`config.mk`:
```
export PLATFORM = sky130hd
export DESIGN_NAME = fir_stream_tx
export DESIGN_NICKNAME = d
export VERILOG_FILES = /design/src/rtl/fir_pkg.sv /design/src/rtl/sync_fifo.sv /design/src/rtl/fir_stream_tx.sv
export SDC_FILE = /design/constraint.sdc
export NUM_CORES = 1
export LEC_CHECK = 0
export BUFFER_PORTS_ARGS = -buffer_cell sky130_fd_sc_hd__buf_2
export CAP_MARGIN = 5
export CELL_PAD_IN_SITES_DETAIL_PLACEMENT = 0
export CELL_PAD_IN_SITES_GLOBAL_PLACEMENT = 1
export CORE_ASPECT_RATIO = 0.75
export CORE_MARGIN = 5
export CORE_UTILIZATION = 48
export CTS_CLUSTER_DIAMETER = 50
export CTS_CLUSTER_SIZE = 12
export DETAILED_ROUTE_END_ITERATION = 10
export GPL_ROUTABILITY_DRIVEN = 0
export GPL_TIMING_DRIVEN = 0
export PLACE_DENSITY = 0.85
export REMOVE_ABC_BUFFERS = 1
export SYNTH_ARGS = -nofsm -noshare
export SYNTH_HDL_FRONTEND = slang
export SYNTH_SLANG_ARGS = --single-unit
```
`constraint.sdc`:
```
create_clock -name CLK -period 3.3 [get_ports CLK]
set_input_delay 0 -clock CLK [delete_from_list [all_inputs] [get_ports CLK]]
set_output_delay 0 -clock CLK [all_outputs]
set_load 0.02 [all_outputs]
```
`src/rtl/fir_pkg.sv`:
```
// Shared defaults and FSM state encoding for the FIR stream transmitter and its benches.
package fir_pkg;

   localparam int NB_DEF    = 14;
   localparam int TAPS_DEF  = 9;
   localparam int DEPTH_DEF = 16;

   typedef enum logic [1:0] {
      IDLE   = 2'd0,
      SEND   = 2'd1,
      WAIT   = 2'd2,
      FINISH = 2'd3
   } fir_state_e;

endpackage

```
`src/rtl/sync_fifo.sv`:
```
// Single-clock sample FIFO with a combinational head word and an occupancy counter.
module sync_fifo #(
   parameter int W     = 14,
   parameter int DEPTH = 16
) (
   input  logic         CLK,
   input  logic         RST,
   input  logic         push,
   input  logic         pop,
   input  logic [W-1:0] din,
   output logic [W-1:0] dout,
   output logic         full,
   output logic         empty
);

   localparam int AW = $clog2(DEPTH);

   logic [W-1:0]  mem_q [DEPTH];
   logic [AW-1:0] wr_ptr_q;
   logic [AW-1:0] rd_ptr_q;
   logic [AW:0]   count_q;
   logic          do_push;
   logic          do_pop;

   // Flags come from the pre-edge count, so a push at full is dropped even with a pop.
   assign full    = (count_q == (AW+1)'(DEPTH));
   assign empty   = (count_q == '0);
   assign do_push = push && !full;
   assign do_pop  = pop && !empty;
   assign dout    = mem_q[rd_ptr_q];

   always_ff @(posedge CLK) begin
      if (RST) begin
         wr_ptr_q <= '0;
         rd_ptr_q <= '0;
         count_q  <= '0;
      end else begin
         if (do_push) wr_ptr_q <= wr_ptr_q + 1'b1;
         if (do_pop)  rd_ptr_q <= rd_ptr_q + 1'b1;
         case ({do_push, do_pop})
            2'b10:   count_q <= count_q + 1'b1;
            2'b01:   count_q <= count_q - 1'b1;
            default: count_q <= count_q;
         endcase
      end
   end

   always_ff @(posedge CLK) begin
      if (do_push) mem_q[wr_ptr_q] <= din;
   end

endmodule

```
`src/rtl/fir_stream_tx.sv`:
```
// Streams FIFO-buffered samples toward the FIR filter input with a programmable
// inter-sample gap, and owns the filter's coefficient registers.
module fir_stream_tx
   import fir_pkg::*;
#(
   parameter int NB    = NB_DEF,
   parameter int TAPS  = TAPS_DEF,
   parameter int DEPTH = DEPTH_DEF
) (
   input  logic          CLK,
   input  logic          RST,
   input  logic          WR_EN,
   input  logic [NB-1:0] WR_DATA,
   output logic          FULL,
   input  logic          COEF_WE,
   input  logic [3:0]    COEF_ADDR,
   input  logic [NB-1:0] COEF_DATA,
   input  logic          START,
   input  logic [15:0]   LEN,
   input  logic [3:0]    GAP,
   output logic          VOUT,
   output logic [NB-1:0] DOUT,
   output logic [NB-1:0] B0,
   output logic [NB-1:0] B1,
   output logic [NB-1:0] B2,
   output logic [NB-1:0] B3,
   output logic [NB-1:0] B4,
   output logic [NB-1:0] B5,
   output logic [NB-1:0] B6,
   output logic [NB-1:0] B7,
   output logic [NB-1:0] B8,
   output logic          BUSY,
   output logic          DONE,
   output fir_state_e    DBG_STATE
);

   // VOUT/DOUT is a one-cycle valid strobe with no ready: the filter takes every
   // sample offered. WR_EN is a push accepted whenever FULL is low.
   fir_state_e    state_q, state_d;
   logic [15:0]   remaining_q, remaining_d;
   logic [3:0]    gap_q, gap_d;
   logic [3:0]    wait_cnt_q, wait_cnt_d;
   logic          vout_q;
   logic [NB-1:0] dout_q;
   logic          done_q;
   logic [NB-1:0] coef_q [16];
   logic          pop;
   logic          fifo_empty;
   logic [NB-1:0] fifo_dout;
   logic          coef_wr;

   sync_fifo #(.W(NB), .DEPTH(DEPTH)) u_fifo (
      .CLK   (CLK),
      .RST   (RST),
      .push  (WR_EN),
      .pop   (pop),
      .din   (WR_DATA),
      .dout  (fifo_dout),
      .full  (FULL),
      .empty (fifo_empty)
   );

   always_comb begin
      state_d     = state_q;
      remaining_d = remaining_q;
      gap_d       = gap_q;
      wait_cnt_d  = wait_cnt_q;
      pop         = 1'b0;
      case (state_q)
         IDLE: begin
            if (START) begin
               if (LEN != 16'd0) begin
                  remaining_d = LEN;
                  gap_d       = GAP;
                  state_d     = SEND;
               end else begin
                  state_d = FINISH;
               end
            end
         end
         SEND: begin
            if (!fifo_empty) begin
               pop         = 1'b1;
               remaining_d = remaining_q - 1'b1;
               if (remaining_q == 16'd1) begin
                  state_d = FINISH;
               end else if (gap_q != 4'd0) begin
                  wait_cnt_d = gap_q;
                  state_d    = WAIT;
               end
            end
         end
         WAIT: begin
            // The emitted-sample cycle overlaps the first WAIT cycle, so leave on a count of 1.
            if (wait_cnt_q <= 4'd1) state_d = SEND;
            else                    wait_cnt_d = wait_cnt_q - 1'b1;
         end
         FINISH:  state_d = IDLE;
         default: state_d = IDLE;
      endcase
   end

   assign coef_wr = COEF_WE && (state_q == IDLE) && (int'(COEF_ADDR) < TAPS);

   always_ff @(posedge CLK) begin
      if (RST) begin
         state_q     <= IDLE;
         remaining_q <= '0;
         gap_q       <= '0;
         wait_cnt_q  <= '0;
         vout_q      <= 1'b0;
         dout_q      <= '0;
         done_q      <= 1'b0;
         for (int i = 0; i < 16; i++) coef_q[i] <= '0;
      end else begin
         state_q     <= state_d;
         remaining_q <= remaining_d;
         gap_q       <= gap_d;
         wait_cnt_q  <= wait_cnt_d;
         vout_q      <= pop;
         if (pop)     dout_q <= fifo_dout;
         done_q      <= (state_q == FINISH);
         if (coef_wr) coef_q[COEF_ADDR] <= COEF_DATA;
      end
   end

   assign VOUT      = vout_q;
   assign DOUT      = dout_q;
   assign DONE      = done_q;
   assign BUSY      = (state_q != IDLE);
   assign DBG_STATE = state_q;
   assign B0 = coef_q[0];
   assign B1 = coef_q[1];
   assign B2 = coef_q[2];
   assign B3 = coef_q[3];
   assign B4 = coef_q[4];
   assign B5 = coef_q[5];
   assign B6 = coef_q[6];
   assign B7 = coef_q[7];
   assign B8 = coef_q[8];

endmodule

```
==> summary.md, run 1 <==
| Metric | Value |
|---|---|
| Tcrit/Tclk final | `0.948` |
| Clock share of power | `0.346` |
| Clock buffers created by TritonCTS | `41` |
| Count of cell types in the netlist | `58` |
| Net switching power | `3190 uW` |
| Worst setup EP type | `register` |
| Detailed-route wire length | `39200 um` |
| Overall Global Routing Usage | `0.203` |
| Type of the tightest min-delay check | `input pin to register` |
| Floorplan die area | `~0.037 mm^2` |
| CP required | `between 3 and 4 ns` |
| Top-level I/O count | `approximately 200` |
| Max clock buf depth | `3` |
| Worst-path clk slew | `around 0.060 ns` |
| Switching part of the total power | `0.262` |
| Leakage component of the power | `roughly 0.007 uW` |
| Count of nets after finishing | `about 1300` |
| Routed WL per cell | `between 20 and 25 um` |
| Most used flip-flop cell after synthesis | `edfxtp_1` |
| Crit Path Max Fanout | `16` |
| Worst VDD drop | `roughly 400 uV` |
| CTS tree | `yes` |
| DRC violations left | `0` |
| EDFF count, synth | `350` |
| First-pass GRT wire length | `58600 um` |
| Worst relative slew slack | `0.155` |
| Buffers on Ports | `slightly above 200` |
| Combinational power share | `0.159` |
| Final ANT Viol Nets | `0` |
| Synth Register Bits | `405` |
| Sum of net half-perimeters after detailed placement | `about 25000 um` |
| Flop pwr share | `0.495` |
| CTS sink count | `~400` |
| Share of flip-flops with an asynchronous set or reset | `0` |
| Floorplan die width | `~220 um` |
| Most common cell type on the critical path | `a21oi_1` |
| Avg Cell Area, Syn | `roughly 16 um^2` |
| CTS root buf | `clkbuf_16` |
| Sequence of cells on the critical path | `nor4_4 > nand2_2 > nand2_8 > inv_2 > ha_2 > xor2_1 > ha_1 > a21oi_1 > nand2b_1 > a211oi_1 > a221oi_1 > or3_1 > a21oi_1` |
| Critical-path cell with the highest stage delay | `nor4_4` |
| Final worst clock skew | `about 0.018 ns` |
| FP Rows | `58` |
| Seq/Total Area, Yosys | `0.721` |
| Mapped Area | `~0.016 mm^2` |
| Tightest Pin Transition | `about 1.3 ns` |
| Total Neg Setup Slack | `0 ns` |
| Maxcap violations | `0` |
| Post-route standard cell area excluding fillers | `0.0195 mm^2` |
| Count of mapped cells out of synthesis | `between 1000 and 1500` |
| Most frequent cells in the layout | `edfxtp_1, buf_2, and2_1, nor2_1, mux4_2` |
| Source-to-sink clock delay at the later pin of the worst-skew pair | `between 0.5 and 0.6 ns` |
| GRT Residual Overflow | `0` |
| Number of setup buffers added after CTS | `0` |
| Core area | `~0.033 mm^2` |
| Min Tclk post-route | `3.13 ns` |
| Vias per std cell | `~5.5` |
| First drt pass iteration count | `5` |
| First-iteration detailed-routing DRC count | `roughly 950` |
| Power Density | `~620 mW/mm^2` |
| Worst setup SP type | `register` |
| Die Span Y | `about 170 um` |
| Internal Dissipation | `8950 uW` |
| Most common cell after layout, fill and taps aside | `edfxtp_1` |
| Path type of the worst setup path | `register to register` |
| Number of filler cells placed in the layout | `between 2000 and 2500` |
| Area of the multi-input gates | `about 0.0043 mm^2` |
| Syn. warnings | `0` |
| Final hold violations | `0` |
| Final setup violation count | `0` |
| Final max-slew violation count | `0` |
| Layout overhead on the synthesized area | `20.8%` |
| Via total after detailed routing | `slightly below 10000` |
| Placed cell areas | `approximately 0.018 mm^2` |
| Maximum number of pins on one net before global-route repair | `between 60 and 70` |
| Outcome | `finished clean` |
| Worst EP arrival | `around 3.6 ns` |
| Worst stage delay on the critical path | `around 0.39 ns` |
| Initial Util | `0.484` |
| Fraction of layout instances using a drive strength above 1 | `0.287` |
| Highest attainable clock frequency | `between 300 and 400 MHz` |
| Initial antenna violation count | `1` |
| CTS H-tree depth | `2` |
| FF+latch area | `approximately 0.012 mm^2` |
| Vias in the first global route | `9640` |
## worst max-delay path: cells and delay by family, from the launching register on
kind / cells / cell delay, ns
AOI/OAI and AO/OA: 4 / 0.68
xor gates and xnor gates: 1 / 0.16
adders and majority gates: 2 / 0.49
buffers and inverters: 1 / 0.13
DFF: 1 / 0.36
and+or+nand+nor: 5 / 1.23
## cell usage after synthesis, types with 8 or more instances
cell / n / share of area
nor4_1: 8 / 0.0031
o21ai_0: 15 / 0.0047
clkbuf_1: 30 / 0.0070
a21oi_1: 51 / 0.016
and2_1: 130 / 0.050
nand2_1: 38 / 0.0089
dfxtp_1: 55 / 0.068
a22oi_1: 37 / 0.017
buf_2: 8 / 0.0025
nor2_1: 76 / 0.018
edfxtp_1: 350 / 0.65
mux4_2: 56 / 0.078
mux2i_1: 9 / 0.0056
nand2b_1: 9 / 0.0035
inv_1: 11 / 0.0026
ha_1: 13 / 0.010
nor3_1: 13 / 0.0040
## final timing paths
check	from	to	slack [ns]	depth (start not counted)
setup reg to reg	u_fifo.count_q[0]$_SDFFE_PP0P_	u_fifo.count_q[4]$_SDFFE_PP0P_	0.17	13
hold reg to reg	DOUT[1]$_SDFFE_PP0P_	DOUT[1]$_SDFFE_PP0P_	0.48	2
hold / removal	RST	DOUT[12]$_SDFFE_PP0P_	0.02	2
setup / recovery	u_fifo.count_q[0]$_SDFFE_PP0P_	u_fifo.count_q[4]$_SDFFE_PP0P_	0.17	13
## metrics by stage
step           hold slack, ns  total power, uW   util  setup slack [ns]  std cells
2_1_floorplan          0.0691             7350      -            -0.383        957
3_3_place_gp            0.230             7900  0.524             -1.55       1609
3_5_place_dp            0.237             7910  0.532            -0.912       1622
4_1_cts               0.00708            12200  0.583           0.00199       1741
5_1_grt                0.0210            12600  0.584         -0.000377       1745
6_report               0.0161            12100  0.584             0.170       1745
## power by group through the flow
| stage | registers (uW) | logic (uW) | clock network [uW] |
|---|---|---|---|
| floorplan | 6250 | 1100 | 0 |
| global placement | 6190 | 1710 | 0 |
| detailed placement | 6110 | 1810 | 0 |
| CTS | 6010 | 1900 | 4270 |
| global route | 6040 | 2110 | 4500 |
| finish | 6010 | 1930 | 4200 |
## timing repair
item | 4_1_cts | 5_1_grt
hold buffers | 48 | 0
gates cloned | 0 | 1
endpoints found under the hold margin | 355 | 0
pin swaps | 1 | 2
setup endpoints to repair | 32 | 85
resized for setup | 6 | 5
## cell families (layout without fill, tap and decap cells)
logic type | after synthesis | count (layout) | synth area share
adders and majority gates | 13 | 13 | 0.0101
other | 0 | 1 | 0
buffers and inverters | 62 | 349 | 0.0172
and+or+nand+nor | 319 | 320 | 0.111
DFF | 405 | 405 | 0.721
AOI/OAI and AO/OA | 131 | 131 | 0.0513
xor gates and xnor gates | 11 | 11 | 0.00598
muxes | 65 | 65 | 0.0839
## per-layer routing
metal	GRT usage	wire, um	vias to the layer above
met5	0	0	-
met4	0.0595	1140	0
met3	0.0544	3300	77
met2	0.327	18700	382
met1	0.277	16000	4841
li1	-	-	4332
## registers in the layout, summed over array words and instances (netlist names)
| register | flops |
|---|---|
| u_fifo.mem_q | 224 |
| remaining_q | 16 |
| coef_q | 126 |
| DOUT | 14 |
| u_fifo.rd_ptr_q | 4 |
| DONE | 1 |
| gap_q | 4 |
| u_fifo.count_q | 5 |
| VOUT | 1 |
| u_fifo.wr_ptr_q | 4 |
| DBG_STATE | 2 |
| wait_cnt_q | 4 |
## layout make-up
cell class,count,share of cell area
antenna,1,0.000129
clock buffer,63,0.0577
clock inverter,8,0.00264
inverter,13,0.00264
multi-input combinational,540,0.223
sequential,405,0.597
tap,450,0.0289
timing repair buffer,265,0.0876
No activity file was read; power rests on OpenSTA's default activity.
==> inputs of run 2 (changes only) <==
--- a/config.mk
+++ b/config.mk
@@ -17,7 +17,7 @@
 export DETAILED_ROUTE_END_ITERATION = 10
 export GPL_ROUTABILITY_DRIVEN = 0
 export GPL_TIMING_DRIVEN = 0
-export PLACE_DENSITY = 0.85
+export PLACE_DENSITY = 0.86
 export REMOVE_ABC_BUFFERS = 1
 export SYNTH_ARGS = -nofsm -noshare
 export SYNTH_HDL_FRONTEND = slang
==> summary.md, run 2 (synthesized netlist as in run 1, its figures left out) <==
| Metric | Value |
|---|---|
| Met3 usage | `0.0569` |
| CTS H-tree depth | `2` |
| CTS root buf | `clkbuf_16` |
| Detailed-route wire length | `just under 40000 um` |
| Maxcap violations | `0` |
| GR Layer Usage met2 | `0.343` |
| Type of the tightest min-delay check | `input pin to register` |
| Worst Slack Setup Final | `0.232 ns` |
| Top-level I/O count | `slightly above 200` |
| Clock buffers created by TritonCTS | `~40` |
| Outcome | `finished clean` |
| Largest register FFs | `224` |
| Total power of the final layout | `12300 uW` |
| First-pass GRT wire length | `~60000 um` |
| Worst VDD drop | `around 410 uV` |
| Floorplan die width | `roughly 220 um` |
| Layout overhead on the synthesized area | `22.3%` |
| First-iteration detailed-routing DRC count | `roughly 870` |
| Floorplan die area | `0.0374 mm^2` |
| First drt pass iteration count | `6` |
| Setup repair after global routing missed its margin | `false` |
| Final setup violation count | `0` |
| Top Usage Layer GRT | `met2` |
| Worst setup EP type | `register` |
| Sequence of cells on the critical path | `dlygate4sd3_1 > buf_2 > buf_12 > nor4b_2 > nor2b_1 > nand2_1 > nor2_1 > or2_1` |
| Vias in the first global route | `between 9000 and 10000` |
| Setup Slack @ Placement | `-0.336 ns` |
| Routed WL per cell | `22.3 um` |
| Final max-slew violation count | `0` |
| Die Span Y | `169 um` |
| Vias per std cell | `between 5 and 6` |
| Fraction of layout instances using a drive strength above 1 | `0.288` |
| Met1 routing resource usage after global routing | `0.273` |
| Via total after detailed routing | `approximately 9700` |
| CP required | `3.46 ns` |
| Worst setup SP type | `input pin` |
| FP Rows | `58` |
| Worst EP arrival | `3.23 ns` |
| Source-to-sink clock delay at the later pin of the worst-skew pair | `approximately 0.54 ns` |
| GRT Residual Overflow | `0` |
| Tcrit/Tclk final | `0.930` |
| Diodes inserted | `0` |
| Highest attainable clock frequency | `326 MHz` |
| Initial Util | `0.484` |
| Total Neg Setup Slack | `0 ns` |
| Critical-path cell with the highest stage delay | `nor2_1` |
| CTS tree | `yes` |
| Maximum number of pins on one net before global-route repair | `60` |
| DRC violations left | `0` |
| Most common cell after layout, fill and taps aside | `edfxtp_1` |
| Most frequent cells in the layout | `edfxtp_1, buf_2, and2_1, nor2_1, dlygate4sd3_1` |
| Worst relative slew slack | `0.151` |
| Register bank with the most flops | `u_fifo.mem_q` |
| Power Density | `around 620 mW/mm^2` |
| Buffers on Ports | `between 200 and 250` |
| Final worst clock skew | `~0.027 ns` |
| Leakage component of the power | `about 0.0072 uW` |
| Max clock buf depth | `3` |
| Initial antenna violation count | `2` |
| Tightest Pin Transition | `1.27 ns` |
| Count of nets after finishing | `1354` |
| Worst stage delay on the critical path | `0.65 ns` |
| Sum of net half-perimeters after detailed placement | `24900 um` |
| CTS sink count | `405` |
| Path type of the worst setup path | `input pin to register` |
| Core area | `between 0.03 and 0.04 mm^2` |
| Final ANT Viol Nets | `0` |
| Final hold violations | `0` |
| Min Tclk post-route | `a little over 3 ns` |
| Largest registers | `u_fifo.mem_q x224, coef_q x126, remaining_q x16` |
| Crit Path Max Fanout | `between 40 and 50` |
| Worst-path clk slew | `0.05 ns` |
| Overall Global Routing Usage | `0.209` |
-- run 2: critical path: cells and delay by family --
kind	cells	cell delay (ns)
AND/OR/NAND/NOR	5	2.07
buffers and inverters	3	1.13
-- run 2: what timing repair did --
item                                    in CTS  in global routing
endpoints found under the setup margin      20                 17
buffers inserted                             0                  1
pin swaps                                    0                  1
resized for setup                            6                  3
hold buffers                                60                  0
hold endpoints to repair                   377                  0
-- run 2: report_power, final --
part | internal (uW) | switching, uW | total (uW) | leakage [uW]
Clock | 2440 | 1890 | 4330 | 0.000590
Sequential | 5780 | 223 | 6010 | 0.00378
Combinational | 878 | 1080 | 1960 | 0.00287
Total | 9100 | 3200 | 12300 | 0.00723
-- run 2: worst paths after layout --
check	slack (ns)	to	cells past startpoint	start
min	0.06	u_fifo.wr_ptr_q[0]$_SDFFE_PP0P_	4	WR_EN
min reg2reg	0.49	DOUT[0]$_SDFFE_PP0P_	2	DOUT[0]$_SDFFE_PP0P_
max	0.23	coef_q[5][1]$_SDFFCE_PN0P_	8	RST
max reg2reg	0.24	u_fifo.count_q[4]$_SDFFE_PP0P_	14	u_fifo.count_q[1]$_SDFFE_PP0P_
-- run 2: per-stage QoR --
| step | util | cell area (um^2) | hold slack, ns | std cells |
|---|---|---|---|---|
| finish | 0.592 | 19700 | 0.0562 | 1761 |
| global route | 0.592 | 19700 | 0.0836 | 1761 |
| CTS | 0.591 | 19700 | 0.0352 | 1760 |
| detailed placement | 0.536 | 17800 | 0.246 | 1630 |
| global placement | 0.524 | 17500 | 0.252 | 1609 |
| floorplan | - | 15900 | 0.0691 | 957 |
-- run 2: final cells by class --
cell class                      count  area [um^2]
Fill cell                        2499        13600
Sequential cell                   405        11600
Multi-Input combinational cell    539         4320
Timing Repair Buffer              284         1930
Clock buffer                       64         1160
Tap cell                          450          563
Clock inverter                      6         62.6
Inverter                           13         51.3
-- run 2: metal layers --
layer | vias up | share of wire
li1 | 4377 | -
met1 | 4814 | 0.40
met2 | 387 | 0.48
met3 | 92 | 0.084
met4 | 0 | 0.033
met5 | - | 0
==> inputs of run 3 (changes only) <==
--- a/config.mk
+++ b/config.mk
@@ -5,19 +5,20 @@
 export SDC_FILE = /design/constraint.sdc
 export NUM_CORES = 1
 export LEC_CHECK = 0
+export ABC_AREA = 1
 export BUFFER_PORTS_ARGS = -buffer_cell sky130_fd_sc_hd__buf_2
 export CAP_MARGIN = 5
 export CELL_PAD_IN_SITES_DETAIL_PLACEMENT = 0
 export CELL_PAD_IN_SITES_GLOBAL_PLACEMENT = 1
 export CORE_ASPECT_RATIO = 0.75
 export CORE_MARGIN = 5
-export CORE_UTILIZATION = 48
+export CORE_UTILIZATION = 46
 export CTS_CLUSTER_DIAMETER = 50
 export CTS_CLUSTER_SIZE = 12
 export DETAILED_ROUTE_END_ITERATION = 10
 export GPL_ROUTABILITY_DRIVEN = 0
 export GPL_TIMING_DRIVEN = 0
-export PLACE_DENSITY = 0.86
+export PLACE_DENSITY = 0.87
 export REMOVE_ABC_BUFFERS = 1
 export SYNTH_ARGS = -nofsm -noshare
 export SYNTH_HDL_FRONTEND = slang
==> constraint.sdc (replaced) <==
create_clock -name CLK -period 3.4 [get_ports CLK]
set_input_delay 0 -clock CLK [delete_from_list [all_inputs] [get_ports CLK]]
set_output_delay 0 -clock CLK [all_outputs]
set_load 0.02 [all_outputs]
==> summary.md, run 3 <==
| Metric | Value |
|---|---|
| Most used flip-flop cell after synthesis | `edfxtp_1` |
| Register-to-register path setup slack | `around 0.41 ns` |
| Worst setup SP type | `register` |
| Crit Path Max Fanout | `27` |
| Floorplan die area | `~0.040 mm^2` |
| Setup repair after global routing missed its margin | `false` |
| First-iteration detailed-routing DRC count | `~1300` |
| Maxcap violations | `0` |
| Worst VDD drop | `roughly 500 uV` |
| Number of setup buffers added after CTS | `0` |
| Cell taking the most area after synthesis | `edfxtp_1` |
| Max clock buf depth | `3` |
| CTS root buf | `clkbuf_16` |
| Syn. warnings | `0` |
| Highest attainable clock frequency | `approximately 330 MHz` |
| Floorplan die width | `around 230 um` |
| Final ANT Viol Nets | `0` |
| DRC violations left | `0` |
| Tightest Pin Transition | `around 1.3 ns` |
| Final hold violations | `0` |
| Worst setup EP type | `register` |
| Initial antenna violation count | `1` |
| Die Span Y | `approximately 170 um` |
| CTS sink count | `a little over 400` |
| Count of non-filler cells in the finished layout | `2286` |
| GR Layer Usage met2 | `0.330` |
| Synth Register Bits | `around 400` |
| Clock buffers created by TritonCTS | `43` |
| Power Density | `~730 mW/mm^2` |
| Largest register FFs | `224` |
| Final setup violation count | `0` |
| Area of the multi-input gates | `0.00436 mm^2` |
| Routed WL per cell | `about 19 um` |
| Core area | `~0.036 mm^2` |
| Worst EP arrival | `3.44 ns` |
| Number of placed cells counting well taps | `between 2000 and 2500` |
| Worst-path clk slew | `~0.06 ns` |
| Final max-slew violation count | `0` |
| First drt pass iteration count | `5` |
| Outcome | `finished clean` |
| Seq/Total Area, Yosys | `0.702` |
| EDFF count, synth | `350` |
| CTS tree | `yes` |
| Total power of the final layout | `14700 uW` |
| Tcrit/Tclk final | `0.879` |
| Buffers on Ports | `between 200 and 250` |
| Source-to-sink clock delay at the later pin of the worst-skew pair | `around 0.55 ns` |
| Total Neg Setup Slack | `0 ns` |
| Vias per std cell | `about 5.2` |
| Register bank with the most flops | `u_fifo.mem_q` |
| Leakage component of the power | `around 0.008 uW` |
| Met3 usage | `0.0420` |
| Top-level I/O count | `203` |
| Avg Cell Area, Syn | `between 10 and 15 um^2` |
| Count of nets after finishing | `around 1900` |
| Overall Global Routing Usage | `0.210` |
| Number of filler cells placed in the layout | `2899` |
| Most frequent cells in the layout | `nor2_1, edfxtp_1, buf_2, nand2_1, nand3_1` |
| Met1 routing resource usage after global routing | `0.305` |
| Sum of net half-perimeters after detailed placement | `27100 um` |
| Post-synth top area share | `0.635` |
| CTS H-tree depth | `2` |
| Mapped Area | `approximately 0.017 mm^2` |
| Most numerous cell in the Yosys netlist | `nor2_1` |
| FP Rows | `60` |
| Layout overhead on the synthesized area | `21.2%` |
| Reg2reg path depth | `16` |
| Share of flip-flops with an asynchronous set or reset | `0` |
| Fraction of layout instances using a drive strength above 1 | `0.167` |
| Initial Util | `0.464` |
| GRT Residual Overflow | `0` |
| Detailed-route wire length | `around 43000 um` |
| Via total after detailed routing | `between 10000 and 15000` |
| Count of mapped cells out of synthesis | `~1600` |
| Most common cell after layout, fill and taps aside | `nor2_1` |
| First-pass GRT wire length | `approximately 66000 um` |
| Largest registers | `u_fifo.mem_q x224, coef_q x126, remaining_q x16` |
| Diodes inserted | `0` |
| Leading cell types by count after synthesis | `nor2_1, edfxtp_1, nand2_1` |
| Top Usage Layer GRT | `met2` |
| CP required | `3.85 ns` |
| Min Tclk post-route | `about 3.0 ns` |
| Worst Hold Depth | `3` |
| Type of the tightest min-delay check | `input pin to register` |
| Final worst clock skew | `0.0266 ns` |
| FF+latch area | `between 0.01 and 0.015 mm^2` |
| Maximum number of pins on one net before global-route repair | `between 70 and 80` |
| Path type of the worst setup path | `register to register` |
| Vias in the first global route | `11303` |
| Worst relative slew slack | `0.132` |
| Count of cell types in the netlist | `25` |
| Leading post-synthesis cells by cell area | `edfxtp_1, nor2_1, dfxtp_1, nand2_1, nand3_1` |
run 3: changes by cell type after synthesis, sizes merged, moves of 11 or more:
cell,delta
and2,-129
nand2,+162
nor2,+373
nor4,-11
nor3,-14
inv,+60
a22oi,-37
nand3,+131
clkinv,+15
o21ai,+105
mux4,-56
buf,+14
a21oi,-21
run 3: path summary, 6_finish.rpt:
check	start	end
worst max-delay path	DBG_STATE[1]$_SDFFE_PP0P_	u_fifo.count_q[4]$_SDFFE_PP0P_
worst min-delay path	COEF_DATA[2]	coef_q[2][2]$_SDFFCE_PN0P_
worst max register to register	DBG_STATE[1]$_SDFFE_PP0P_	u_fifo.count_q[4]$_SDFFE_PP0P_
worst min register to register	DBG_STATE[1]$_SDFFE_PP0P_	DONE$_SDFF_PP0_
run 3: worst max-delay path, stage by stage, from the launching register on:
cell and delay (ns):
dfxtp_1 0.38, inv_1 0.09, nand2_2 0.27, inv_4 0.20, nand2_2 0.23, clkinvlp_4 0.36, ha_1 0.41, xor2_1 0.22
ha_1 0.17, inv_1 0.03, nand2_1 0.08, nand3_1 0.11, nand2_1 0.09, nand2_1 0.05, nand2_1 0.05, nand2_1 0.04
a21oi_1 0.11
run 3: where the power goes:
group / internal, uW / switching, uW
Combinational: 1300 / 2590
Clock: 2630 / 1890
Sequential: 5770 / 460
run 3: stage by stage:
stage	cell area, um^2	hold slack [ns]	util	setup WS, ns
detailed placement	18300	0.290	0.513	-0.328
floorplan	16300	0.0691	-	-0.687
CTS	20000	0.00859	0.561	0.0238
global route	20100	0.0437	0.562	0.0131
finish	20100	0.0443	0.562	0.411
global placement	17800	0.283	0.501	-3.71
run 3: layout make-up:
| type | instances | area share |
|---|---|---|
| repair buffers | 262 | 0.0904 |
| multi-input cells | 991 | 0.217 |
| clock inverters | 13 | 0.00830 |
| inverters | 88 | 0.0170 |
| well taps | 465 | 0.0290 |
| clock buffers | 62 | 0.0583 |
| flip-flops and latches | 405 | 0.580 |
run 3: cells by family (layout without fill, tap and decap cells):
| family | after synthesis | count (layout) | synth area share |
|---|---|---|---|
| compound gates | 161 | 161 | 0.0495 |
| simple gates | 808 | 808 | 0.197 |
| xor+xnor | 9 | 9 | 0.00476 |
| fa+ha+maj | 13 | 13 | 0.00983 |
| buf+inv | 158 | 425 | 0.0376 |
| flops | 405 | 405 | 0.702 |
run 3: what timing repair did:
| item | 4_1_cts | 5_1_grt |
|---|---|---|
| endpoints found under the setup margin | 3 | 2 |
| hold buffers | 40 | 0 |
| gates resized for setup | 2 | 3 |
| hold endpoints to repair | 247 | 0 |
run 3: per-layer routing:
layer,vias up,share of wire
met5,-,0.00026
met4,2,0.015
met3,71,0.075
met2,450,0.46
met1,5636,0.45
li1,5754,-
